$ cat src/rtl/traffic_pkg.sv
// traffic_pkg: LED encodings shared by both road controllers and the country-road FSM states
package traffic_pkg;
  localparam logic [2:0] LED_RED = 3'b100;
  localparam logic [2:0] LED_YELLOW = 3'b010;
  localparam logic [2:0] LED_GREEN = 3'b001;
  typedef enum logic [2:0] {
    IDLE,
    CLEAR,
    GREEN,
    YELLOW,
    DONE,
    HOLD
  } cr_state_e;
  function automatic logic [2:0] cr_led(input cr_state_e s);
    return s == GREEN ? LED_GREEN : s == YELLOW ? LED_YELLOW : LED_RED;
  endfunction
endpackage

$ cat src/rtl/phase_timer.sv
// phase_timer: loadable down-counter; done is high once the loaded count has run out
module phase_timer #(
  parameter int WIDTH = 4
) (
  input  logic             clk,
  input  logic             rst_n,
  input  logic             load,
  input  logic [WIDTH-1:0] load_val,
  output logic             done
);
  localparam logic [WIDTH-1:0] ONE = WIDTH'(1);
  logic [WIDTH-1:0] cnt_q, cnt_d;
  assign done = cnt_q == '0;
  always_comb cnt_d = load ? load_val : done ? cnt_q : cnt_q - ONE;
  always_ff @(posedge clk or negedge rst_n) begin
    if (!rst_n) cnt_q <= '0;
    else cnt_q <= cnt_d;
  end
endmodule

$ cat src/rtl/countryroad.sv
// countryroad: country-road light sequencer; runs clear/green/yellow on enable and
// returns right-of-way to the highway with a one-cycle timeout pulse.
module countryroad
  import traffic_pkg::*;
#(
  parameter int ALLRED_CYCLES = 2,
  parameter int GREEN_MIN     = 5,
  parameter int GREEN_MAX     = 10,
  parameter int YELLOW_CYCLES = 3
) (
  input  logic       clk,
  input  logic       rst_n,
  input  logic       enable_countryroad,
  input  logic       sensor,
  output logic       timeout,
  output logic [2:0] countryroad_led
);
  localparam int LONG_AG = GREEN_MAX > ALLRED_CYCLES ? GREEN_MAX : ALLRED_CYCLES;
  localparam int LONGEST = LONG_AG > YELLOW_CYCLES ? LONG_AG : YELLOW_CYCLES;
  localparam int W = $clog2(LONGEST + 1);
  localparam logic [W-1:0] CLR_V = W'(ALLRED_CYCLES - 1);
  localparam logic [W-1:0] MIN_V = W'(GREEN_MIN - 1);
  localparam logic [W-1:0] EXT_V = W'(GREEN_MAX > GREEN_MIN ? GREEN_MAX - GREEN_MIN - 1 : 0);
  localparam logic [W-1:0] YEL_V = W'(YELLOW_CYCLES - 1);
  localparam logic NO_EXT = GREEN_MAX == GREEN_MIN;
  cr_state_e state_q, state_d;
  logic ext_q, ext_d, to_yellow, extend, load, done;
  logic [W-1:0] load_val;
  logic [2:0] led_q;
  logic timeout_q;
  phase_timer #(.WIDTH(W)) u_timer (
    .clk     (clk),
    .rst_n   (rst_n),
    .load    (load),
    .load_val(load_val),
    .done    (done)
  );
  // Green runs as a GREEN_MIN window, then an optional sensor-driven extension reloaded up to GREEN_MAX.
  always_comb begin
    to_yellow = !enable_countryroad || (!sensor && (done || ext_q)) || (done && (ext_q || NO_EXT));
    extend = state_q == GREEN && done && !ext_q && !to_yellow;
    case (state_q)
      IDLE:    state_d = enable_countryroad ? CLEAR : IDLE;
      CLEAR:   state_d = !enable_countryroad ? IDLE : done ? GREEN : CLEAR;
      GREEN:   state_d = to_yellow ? YELLOW : GREEN;
      YELLOW:  state_d = done ? DONE : YELLOW;
      DONE:    state_d = HOLD;
      HOLD:    state_d = enable_countryroad ? HOLD : IDLE;
      default: state_d = IDLE;
    endcase
    ext_d = state_q == GREEN && state_d == GREEN && (ext_q || extend);
    load = state_d != state_q || extend;
    load_val = extend ? EXT_V : state_d == CLEAR ? CLR_V : state_d == GREEN ? MIN_V
             : state_d == YELLOW ? YEL_V : '0;
  end
  always_ff @(posedge clk or negedge rst_n) begin
    if (!rst_n) begin
      state_q   <= IDLE;
      ext_q     <= 1'b0;
      led_q     <= LED_RED;
      timeout_q <= 1'b0;
    end else begin
      state_q   <= state_d;
      ext_q     <= ext_d;
      led_q     <= cr_led(state_d);
      timeout_q <= state_d == DONE;
    end
  end
  assign countryroad_led = led_q;
  assign timeout = timeout_q;
endmodule

$ cat config.mk
export PLATFORM = sky130hd
export DESIGN_NAME = countryroad
export DESIGN_NICKNAME = d
export VERILOG_FILES = /design/src/rtl/traffic_pkg.sv /design/src/rtl/phase_timer.sv /design/src/rtl/countryroad.sv
export SDC_FILE = /design/constraint.sdc
export NUM_CORES = 1
export LEC_CHECK = 0
export BUFFER_PORTS_ARGS = -buffer_cell sky130_fd_sc_hd__clkbuf_2
export CAP_MARGIN = 20
export CORE_UTILIZATION = 45
export CTS_BUF_LIST = sky130_fd_sc_hd__clkbuf_8
export CTS_CLUSTER_DIAMETER = 80
export DETAILED_ROUTE_END_ITERATION = 12
export PLACE_DENSITY = 0.67
export SYNTH_ARGS = -nofsm -noshare
export SYNTH_HDL_FRONTEND = slang
export SYNTH_SLANG_ARGS = --single-unit
$ cat constraint.sdc
create_clock -name clk -period 5.26 [get_ports clk]
set_input_delay 0.526 -clock clk [delete_from_list [all_inputs] [get_ports clk]]
set_output_delay 0.526 -clock clk [all_outputs]
set_load 0.02 [all_outputs]
# After elaboration in Yosys (flattened, before gate mapping)
# Cells that the tools add are included.
# totals
output_inout_bits,4
reg_bits,12
# classes
add_sub_neg,1
n_eq_ne,11
muxes,15
n_reduce_logical,18
# op_table
operator,n
$mux W3,7
$pmux W3 S6,1
$eq A3 B2 Y1 const B,4
$eq A3 B3 Y1 const B,3
$mux W4,2
$logic_and A1 B1 Y1,7
$eq A3 B1 Y1 const B,2
$mux W2,3
$logic_or A1 B1 Y1,5
$logic_not A1 Y1,4
$logic_not A4 Y1,1
$sub A4 B1 Y4 const B,1
$logic_not A3 Y1,1
$ne A3 B3 Y1,1
$mux W1,2
$ne A2 B1 Y1 const B,1

# Logic depth before layout (Yosys ltp)
# Gate-level depths: netlist (run 1).
# depth
word_depth,13
depth_mapped,8
depth_no_buf,7

# Hierarchy
# A second synthesis (run 1) with hierarchy kept.
# hier_totals
hier_cells,67
area_unflattened_um2,664.4
# by_module_without_submodules
mod,area_each_um2,cells_each,n_inst
countryroad,430.4,45,1
phase_timer,234.0,22,1

# Worst setup path after synthesis (run 1)
# Ideal clock, no wire load.
# synth_timing
path_kind,register to register
startpoint,register u_timer.cnt_q[0]
endpoint,register u_timer.cnt_q[2]
path_stages_with_launch,9
setup_ns,0.119
path_slack_ns,3.330
required_time_ns,5.141
n_path_buf,1
t_arrival_ns,1.811
period_less_slack_ns,1.930
cell_sequence,dfrtp_1 -> inv_1 -> ha_1 -> or3b_1 -> buf_2 -> maj3_2 -> a31oi_1 -> nor3b_1 -> o21a_1
# synth_between
elab_chain_len,12
word_cells_on_any_way,26
cone_classes,add/sub (1); eq/ne (4); mux (10); reduce/logical (11)
# synth_lines
element,line_no,text
from (decl),phase_timer.sv:12,"logic [WIDTH-1:0] cnt_q, cnt_d;"
from (signal assigned),phase_timer.sv:17,else cnt_q <= cnt_d;
$logic_not A4 Y1,phase_timer.sv:13,assign done = cnt_q == '0;
$logic_or A1 B1 Y1,countryroad.sv:40,to_yellow = !enable_countryroad || (!sensor && (done || ext_q)) || (done && (ext_q || NO_EXT));
$logic_and A1 B1 Y1,countryroad.sv:40,
$logic_or A1 B1 Y1 (2 in a row),countryroad.sv:40,
$mux W1,countryroad.sv:45,GREEN: state_d = to_yellow ? YELLOW : GREEN;
$pmux W3 S6,countryroad.sv:42,case (state_q)
$eq A3 B2 Y1,countryroad.sv:53,load_val = extend ? EXT_V : state_d == CLEAR ? CLR_V : state_d == GREEN ? MIN_V
$mux W3 (3 in a row),countryroad.sv:53,
$mux W4,phase_timer.sv:14,always_comb cnt_d = load ? load_val : done ? cnt_q : cnt_q - ONE;
# Parallel ways exist; a longest one is shown, timed or not. The select of a mux whose other input is x is not followed.
# A chain may end at the register's enable or synchronous reset.

# Worst setup path after layout (run 1)
# layout_timing
startpoint,register u_timer.cnt_q[0]
endpoint,register u_timer.cnt_q[0]
# Same word-level chain as after synthesis.

==> results.ini, run 1 <==
[critical_path]
rrSetupSlack_ps = 3150
startpoint_type = flop
critPathKind = flop to flop
cp.required_ps = 5390
path_max_fanout = 6
crit_arrival_ps = 2240
reg2reg_from = u_timer.cnt_q[0]
reg2regPathDepth = 7
r2r-end = u_timer.cnt_q[0]
cp-end-kind = flop
crit_start = u_timer.cnt_q[0]

[sta]
finClkSkew_ps = 1.20
setup_tns_ps = 0
setup_slack_ps = 3150
period_needed_ps = 2110
min_period_over_period = 0.402
finalSetupViolations = 0
worst_pin_slew_ps = 535
fmax_mhz = 473
whs_ps = 157
rsz0062_at_grt = false
slew_headroom = 0.641
hold_violations = 0
finalMaxSlewViolations = 0

[final_layout]
design_area_um2 = 744
final_core_util = 0.551
final_cells = 95
fillers = 123
final_nets = 86
n_antenna_cell = 0
drive_gt1_frac = 0.188
regArea_um2 = 302
multi_input_area_um2 = 312
areaGrowthSynthToFinish_pct = 10.4

[global_routing]
antenna_found_initial = 0
grtUsageTotal = 0.190
grt_pass1_vias = 459
grt_pass1_wl_mm = 1.96
grt_overflow = 0
grt_max_degree = 13

[hold_path]
hp-class = input pin to async pin

[floorplanning]
io_pins = 8
core_region_area_um2 = 1350
dieArea_um2 = 1660
fp-row-count = 13
die_w_um = 40.7
initial_core_util = 0.500
fp.dieH_um = 40.7

[placed_design]
dp_slack_ps = 3200
place_area_um2 = 689
portBuffers = 7
dp_hpwl_um = 827
gpl.final_weighted_congestion = 0.749
place_inst = 91

[route]
via_count = 539
wl_mm = 1.17
post-route-drc-count = 0
dr.pass1.iters = 4
dr.first_iter.drc_count = 17
routed_via_density = 5.67
wl_per_cell_um = 12.3
ant_nets = 0

[logic_synthesis]
synth.net_count = 78
netlist_area_um2 = 674
synth.distinct_cells = 30
yosysSeqAreaShare = 0.447
netlist_instances = 73
ys_warn_count = 0
syn_avg_cell_area_um2 = 9.24
synth-seq-cells = 12

[flow_run]
max-cap-violations = 0

[cts]
clockBufferDepth = 2
cts_inserted_buffers = 3
cts_root_buf = clkbuf_8
cts_resized = 0
post_cts_buffers = 0
clock-sinks = 12
htree_levels = 1
clkTransAtPathRegs_ps = 50
ctsHoldBuffers = 0
clk_latency_ps = 240
cts_tree = yes

[pwr]
ir_drop_mv = 0.239
finalPower_mw = 0.489
power.leakage_nw = 0.345
powerDensity_nw_per_um2 = 657

[outcome]
status = complete, no violations

==> logic make-up (layout without fill, tap and decap cells) <==
logic type	after synthesis	in the layout	synth area share
AND/OR/NAND/NOR	31	31	0.245
AO/OA/AOI/OAI	15	15	0.139
flip-flops	12	12	0.447
buffers and inverters	10	17	0.0909
adder cells (fa/ha/maj)	2	2	0.0352
multiplexers	2	2	0.0297
XOR/XNOR	1	1	0.0130
==> layer usage <==
metal	share of wire	GRT usage	wire, um	vias to the layer above
met4	0.030	0.125	35	0
met5	0	0	0	-
li1	-	-	-	267
met1	0.47	0.238	553	247
met3	0.044	0.0652	52	5
met2	0.45	0.274	528	20
==> how the worst max path moves through the flow <==
stage                                  end  depth (start not counted)  slack [ps]
after floorplan           u_timer.cnt_q[2]                          8        3330
after global placement    u_timer.cnt_q[0]                          7        3210
after detailed placement  u_timer.cnt_q[0]                          7        3200
after CTS                 u_timer.cnt_q[0]                          7        3160
after global routing      u_timer.cnt_q[0]                          7        2980
final                     u_timer.cnt_q[0]                          7        3150
==> state kept, by name, indices dropped and copies added (netlist names) <==
name,count
u_timer.cnt_q,4
state_q,3
countryroad_led,3
timeout,1
ext_q,1
==> synth_stat cells <==
master	number	share of area
dfrtp_1	11	0.41
nor2_1	9	0.050
nand2_1	6	0.033
inv_1	5	0.028
a21oi_1	4	0.030
a31oi_1	3	0.028
buf_6	3	0.050
nor3_1	3	0.022
nor3b_1	3	0.033
o21ai_0	3	0.022
mux2i_1	2	0.030
nand2b_1	2	0.019
nor2b_1	2	0.019
a311oi_1	1	0.013
and4_1	1	0.013
buf_2	1	0.0074
dfstp_2	1	0.039
ha_1	1	0.019
inv_2	1	0.0056
maj3_2	1	0.017
nor4_1	1	0.0093
o21a_1	1	0.011
o21ai_1	1	0.0074
o22ai_1	1	0.0093
o31ai_2	1	0.019
or2_1	1	0.0093
or3_1	1	0.0093
or3b_1	1	0.013
or4b_1	1	0.015
xnor2_1	1	0.013
==> cell usage in the layout (no fill, tap or decap), types with 2 or more instances in the layout <==
cell / n
nand2b_1: 2
mux2i_1: 2
o21ai_0: 3
clkbuf_2: 7
dfrtp_1: 11
a21oi_1: 4
nor2b_1: 2
inv_1: 5
nor2_1: 9
nand2_1: 6
nor3_1: 3
clkbuf_8: 4
nor3b_1: 3
a31oi_1: 3
==> where the power goes <==
part / internal, mW / switching (mW)
logic: 0.0914 / 0.129
registers: 0.130 / 0.0377
clock network: 0.0662 / 0.0349
==> layout make-up <==
type | instances | share of cell area
Tap cell | 15 | 0.0252
Inverter | 6 | 0.0303
Timing Repair Buffer | 7 | 0.0471
Clock buffer | 4 | 0.0739
Multi-Input combinational cell | 51 | 0.418
Sequential cell | 12 | 0.405
==> critical path, stage by stage, from the launching register on <==
cell and delay [ps]:
dfrtp_1 390, inv_1 80, ha_1 190, or4b_1 490
a31oi_1 230, o31ai_2 170, mux2i_1 150, a311oi_1 310
No activity file was read; power rests on OpenSTA's default activity.
==> run 2, diff against run 1 <==
--- a/config.mk
+++ b/config.mk
@@ -11,7 +11,7 @@
 export CTS_BUF_LIST = sky130_fd_sc_hd__clkbuf_8
 export CTS_CLUSTER_DIAMETER = 80
 export DETAILED_ROUTE_END_ITERATION = 12
-export PLACE_DENSITY = 0.67
+export PLACE_DENSITY = 0.7
 export SYNTH_ARGS = -nofsm -noshare
 export SYNTH_HDL_FRONTEND = slang
 export SYNTH_SLANG_ARGS = --single-unit
==> constraint.sdc (replaced) <==
create_clock -name clk -period 1.73 [get_ports clk]
set_input_delay 0.173 -clock clk [delete_from_list [all_inputs] [get_ports clk]]
set_output_delay 0.173 -clock clk [all_outputs]
set_load 0.02 [all_outputs]
==> run 2 against run 1 <==
Effect of this change:
- the run now ends with setup timing left
- cell count is 16% higher
- sequential power grew to 3.0 times the previous value
- sequential share of layout area is 7.6 points lower
- combinational power grew to 5.3 times the previous value
- global-route usage is 3.6 points higher
- worst hold slack better by 56 ps
- cell area is 23% higher
- routed wire length is 31% higher
- power grew to 3.9 times the previous value
- critical endpoint is now u_timer.cnt_q[2]
==> results.ini, run 2 (synthesized netlist as in run 1, its figures left out) <==
[critical_path]
slowest_stage = or3b_4
reg2reg_from = u_timer.cnt_q[1]
path_max_fanout = 3
critical_path.cell_chain = inv_1 -> ha_2 -> or3b_4 -> maj3_2 -> a31oi_1 -> nor3b_2 -> o21a_1
crit_arrival_ps = 2020
critPathKind = flop to flop
cp-end-kind = flop
max_stage_delay_ps = 390
cp.required_ps = 1860
startpoint_type = flop
reg2regPathDepth = 7
r2r-end = u_timer.cnt_q[2]
rrSetupSlack_ps = -160

[sta]
slew_headroom = 0.656
worst_pin_slew_ps = 511
rsz0062_at_grt = true
period_needed_ps = 1890
setup_tns_ps = -551
finClkSkew_ps = 5.20
fmax_mhz = 530
hold_violations = 0
finalSetupViolations = 7
finalMaxSlewViolations = 0
min_period_over_period = 1.09
whs_ps = 213
setup_slack_ps = -158

[global_routing]
grt_max_degree = 13
antenna_found_initial = 0
grtUsageTotal = 0.226
grt_pass1_wl_mm = 2.38
grt_overflow = 0
grt_pass1_vias = 545

[hold_path]
whs_path_depth = 2
hold_start = sensor
hp-class = input pin to flop
min_to = ext_q

[placed_design]
dp_slack_ps = -202
gpl.final_weighted_congestion = 0.890
portBuffers = 7
dp_hpwl_mm = 1.01

[cts]
cts_inserted_buffers = 3
htree_levels = 1
cts_root_buf = clkbuf_8
cts_tree = yes
clk_latency_ps = 240
clockBufferDepth = 2
clock-sinks = 12
clkTransAtPathRegs_ps = 50

[flow_run]
max-cap-violations = 0

[pwr]
power.leakage_nw = 0.427
powerDensity_nw_per_um2 = 2090
ir_drop_mv = 1.09

[final_layout]
largest_register = u_timer.cnt_q
final_nets = 101
areaGrowthSynthToFinish_pct = 36.0
drive_gt1_frac = 0.421
largest_reg_flops = 4
mostFrequentLayoutCells = buf_4 (14), dfrtp_1 (11), nor2_1 (7), clkbuf_2 (7)
n_antenna_cell = 0
layout_commonest_cell = buf_4

[floorplanning]
core_region_area_um2 = 1350
initial_core_util = 0.500
io_pins = 8
die_w_um = 40.7
fp.dieH_um = 40.7
dieArea_um2 = 1660
fp-row-count = 13

[route]
routed_via_density = 5.48
via_count = 603
wl_per_cell_um = 14.0
dr.pass1.iters = 4
dr.first_iter.drc_count = 24
wl_mm = 1.54
post-route-drc-count = 0
ant_nets = 0

[outcome]
status = finished, violations left
violations = setup timing

run 2: cell count changes in the layout (fill, tap and decap cells not counted), moves of 2 or more:
| cell | delta |
|---|---|
| nor3b_2 | +2 |
| buf_4 | +14 |
| nor3b_1 | -2 |
| nor2_1 | -2 |
| nor2_2 | +2 |
run 2: critical path, delay by kind of cell (launching register included):
family / cells / cell delay [ps]
simple gates: 2 / 470
buf+inv: 1 / 70
compound gates: 2 / 340
fa+ha+maj: 2 / 530
flops: 1 / 380
run 2: repair_timing:
item | 4_1_cts | 5_1_grt
hold buffers | 1 | 0
cloned | 0 | 0
pin swaps | 3 | 4
endpoints found under the hold margin | 11 | 0
buffers inserted | 0 | 0
gates resized for setup | 9 | 6
endpoints found under the setup margin | 10 | 9
run 2: how the worst max path moves through the flow:
stage                                start                  to  slack (ps)  cells after the start
after floorplan           u_timer.cnt_q[0]    u_timer.cnt_q[2]        -170                      8
after CTS                 u_timer.cnt_q[1]    u_timer.cnt_q[2]        -150                      7
after detailed placement  u_timer.cnt_q[0]  countryroad_led[0]        -200                      8
after global placement    u_timer.cnt_q[1]  countryroad_led[0]        -180                      8
final                     u_timer.cnt_q[1]    u_timer.cnt_q[2]        -160                      7
after global routing      u_timer.cnt_q[1]    u_timer.cnt_q[0]        -210                      7
run 2: routing by layer:
| metal | GRT usage | wire, um |
|---|---|---|
| met1 | 0.303 | 694 |
| met2 | 0.345 | 729 |
| met3 | 0.0489 | 92 |
| met4 | 0.100 | 19 |
| met5 | 0 | 0 |
run 2: cell type report:
type	instances	area (um^2)
multi-input cells	51	377
fillers	113	433
flip-flops and latches	12	302
well taps	15	18.8
repair buffers	22	150
clock buffers	3	41.3
inverters	6	25.0
clock inverters	1	3.75
run 2: stage by stage:
stage / total power [mW] / area, um^2 / cells / util
6_report: 1.92 / 917 / 110 / 0.679
5_1_grt: 2.05 / 917 / 110 / 0.679
4_1_cts: 1.85 / 898 / 110 / 0.665
3_5_place_dp: 1.44 / 797 / 105 / 0.590
3_3_place_gp: 1.42 / 797 / 105 / 0.590
2_1_floorplan: 1.11 / 683 / 73 / -
run 2: where the power goes:
group,internal (mW),switching [mW],leakage (nW)
Combinational,0.578,0.585,0.245
Clock,0.156,0.100,0.0269
Sequential,0.394,0.106,0.155
Total,1.13,0.792,0.427
==> run 3, diff against run 2 <==
--- a/config.mk
+++ b/config.mk
@@ -7,11 +7,11 @@
 export LEC_CHECK = 0
 export BUFFER_PORTS_ARGS = -buffer_cell sky130_fd_sc_hd__clkbuf_2
 export CAP_MARGIN = 20
-export CORE_UTILIZATION = 45
+export CORE_UTILIZATION = 24
 export CTS_BUF_LIST = sky130_fd_sc_hd__clkbuf_8
 export CTS_CLUSTER_DIAMETER = 80
 export DETAILED_ROUTE_END_ITERATION = 12
-export PLACE_DENSITY = 0.7
+export PLACE_DENSITY = 0.39
 export SYNTH_ARGS = -nofsm -noshare
 export SYNTH_HDL_FRONTEND = slang
 export SYNTH_SLANG_ARGS = --single-unit
==> run 3 against run 2 <==
Effect of this change:
- the run still ends with setup timing left
- combinational power is 5% higher
- sequential share of layout area is 2.4 points lower
- maximum frequency is 3.3% higher
- core utilization is 29 points lower
- cell area is 8.0% higher
- clock power is 22% higher
- routed wire length is 2.4% higher
==> results.ini, run 3 (synthesized netlist as in run 1, its figures left out) <==
[critical_path]
crit_family = compound AO/OA/AOI/OAI gates
startpoint_type = flop
cp.required_ps = 1870
slowest_stage = or4b_4
reg2regPathDepth = 7
max_stage_delay_ps = 480
critical_path.cell_chain = inv_2 -> ha_4 -> or4b_4 -> a31oi_4 -> o31ai_4 -> mux2i_1 -> a311oi_1
critPathKind = flop to flop
path_max_fanout = 5
path_buf_inv = 1
cp-end-kind = flop
cp_num_cells = 7
crit_arrival_ps = 1970

[floorplanning]
fp-row-count = 18
core_region_area_um2 = 2570
die_w_um = 55.0
initial_core_util = 0.263
fp.dieH_um = 55.0
dieArea_um2 = 3030
io_pins = 8

[final_layout]
final_nets = 103
mostFrequentLayoutCells = buf_4 (16), dfrtp_1 (11), nor2_1 (7), clkbuf_2 (7), nand2_1 (5)
drive_gt1_frac = 0.474
largest_register = u_timer.cnt_q
largest_reg_flops = 4
areaGrowthSynthToFinish_pct = 46.9
fillers = 286
n_antenna_cell = 0
layout_commonest_cell = buf_4

[hold_path]
hp-class = input pin to flop
whs_path_depth = 2

[pwr]
powerDensity_nw_per_um2 = 2060
finalPower_mw = 2.04
ir_drop_mv = 0.846
power.leakage_nw = 0.444

[sta]
finalSetupViolations = 4
slew_headroom = 0.665
worst_pin_slew_ps = 498
finalMaxSlewViolations = 0
fmax_mhz = 547
rsz0062_at_grt = true
setup_slack_ps = -98.4
finClkSkew_ps = 2.65
period_needed_ps = 1830
hold_violations = 0
min_period_over_period = 1.06

[route]
dr.pass1.iters = 3
via_count = 588
post-route-drc-count = 0
dr.first_iter.drc_count = 4
routed_via_density = 4.63
ant_nets = 0
wl_mm = 1.57
wl_per_cell_um = 12.4

[global_routing]
grt_overflow = 0
antenna_found_initial = 0
grtUsageTotal = 0.137
grt_pass1_vias = 593
grt_pass1_wl_mm = 2.77
grt_max_degree = 13

[cts]
clk_latency_ps = 250
cts_inserted_buffers = 3
clock-sinks = 12
htree_levels = 1
clkTransAtPathRegs_ps = 60
cts_tree = yes
cts_root_buf = clkbuf_8
clockBufferDepth = 2

[placed_design]
dp_slack_ps = -164
portBuffers = 7
dp_hpwl_mm = 1.16
gpl.final_weighted_congestion = 0.788

[outcome]
status = finished, violations left
violations = setup timing

[flow_run]
max-cap-violations = 0

[run 3: metrics by stage]
step | area (um^2) | hold slack (ps) | std cells | utilization | TNS (ps)
detailed placement | 823 | 84.2 | 121 | 0.321 | -633
global route | 991 | 212 | 127 | 0.386 | -688
CTS | 968 | 211 | 127 | 0.377 | -267
global placement | 823 | 85.7 | 121 | 0.321 | -432
finish | 991 | 214 | 127 | 0.386 | -207
floorplan | 683 | -123 | 73 | - | -315
[run 3: what timing repair did]
| item | 4_1_cts | 5_1_grt |
|---|---|---|
| endpoints found under the setup margin | 9 | 8 |
| setup buffers | 1 | 0 |
| resized for setup | 13 | 6 |
| hold buffers | 1 | 0 |
| hold endpoints to repair | 11 | 0 |
| pin swaps | 6 | 2 |
[run 3: final cells by class]
type                            instances  area [um^2]  share of cell area
Timing Repair Buffer                   24          165               0.167
Inverter                                6         25.0              0.0253
Sequential cell                        12          302               0.304
Multi-Input combinational cell         51          407               0.410
Tap cell                               30         37.5              0.0379
Clock buffer                            4         55.1              0.0556
[run 3: report_power, final]
part           switching, mW  leakage (nW)  internal [mW]
registers              0.112         0.155          0.394
clock network          0.111        0.0288          0.202
logic                  0.598         0.260          0.625
[run 3: per-layer routing]
metal / vias up / track usage / part of all wire
met5: - / 0 / 0
met4: 0 / 0.0500 / 0.017
met3: 4 / 0.0546 / 0.045
met2: 11 / 0.207 / 0.46
met1: 270 / 0.173 / 0.48
li1: 303 / - / -
[run 3: worst paths after layout]
path | start | endpoint | slack (ps)
max in group asynchronous | rst_n | countryroad_led[2] | 1100
hold reg to reg | state_q[2] | state_q[1] | 630
setup reg to reg | u_timer.cnt_q[1] | u_timer.cnt_q[0] | -100
min in group asynchronous | rst_n | state_q[0] | 340
hold / removal | sensor | ext_q | 210
setup / recovery | u_timer.cnt_q[1] | u_timer.cnt_q[0] | -100
[run 3: worst reg2reg max path: stages, from the launching register on]
cell      delay (ps)
dfrtp_1          390
inv_2             70
ha_4             130
or4b_4           480
a31oi_4          180
o31ai_4          120
mux2i_1          130
a311oi_1         230
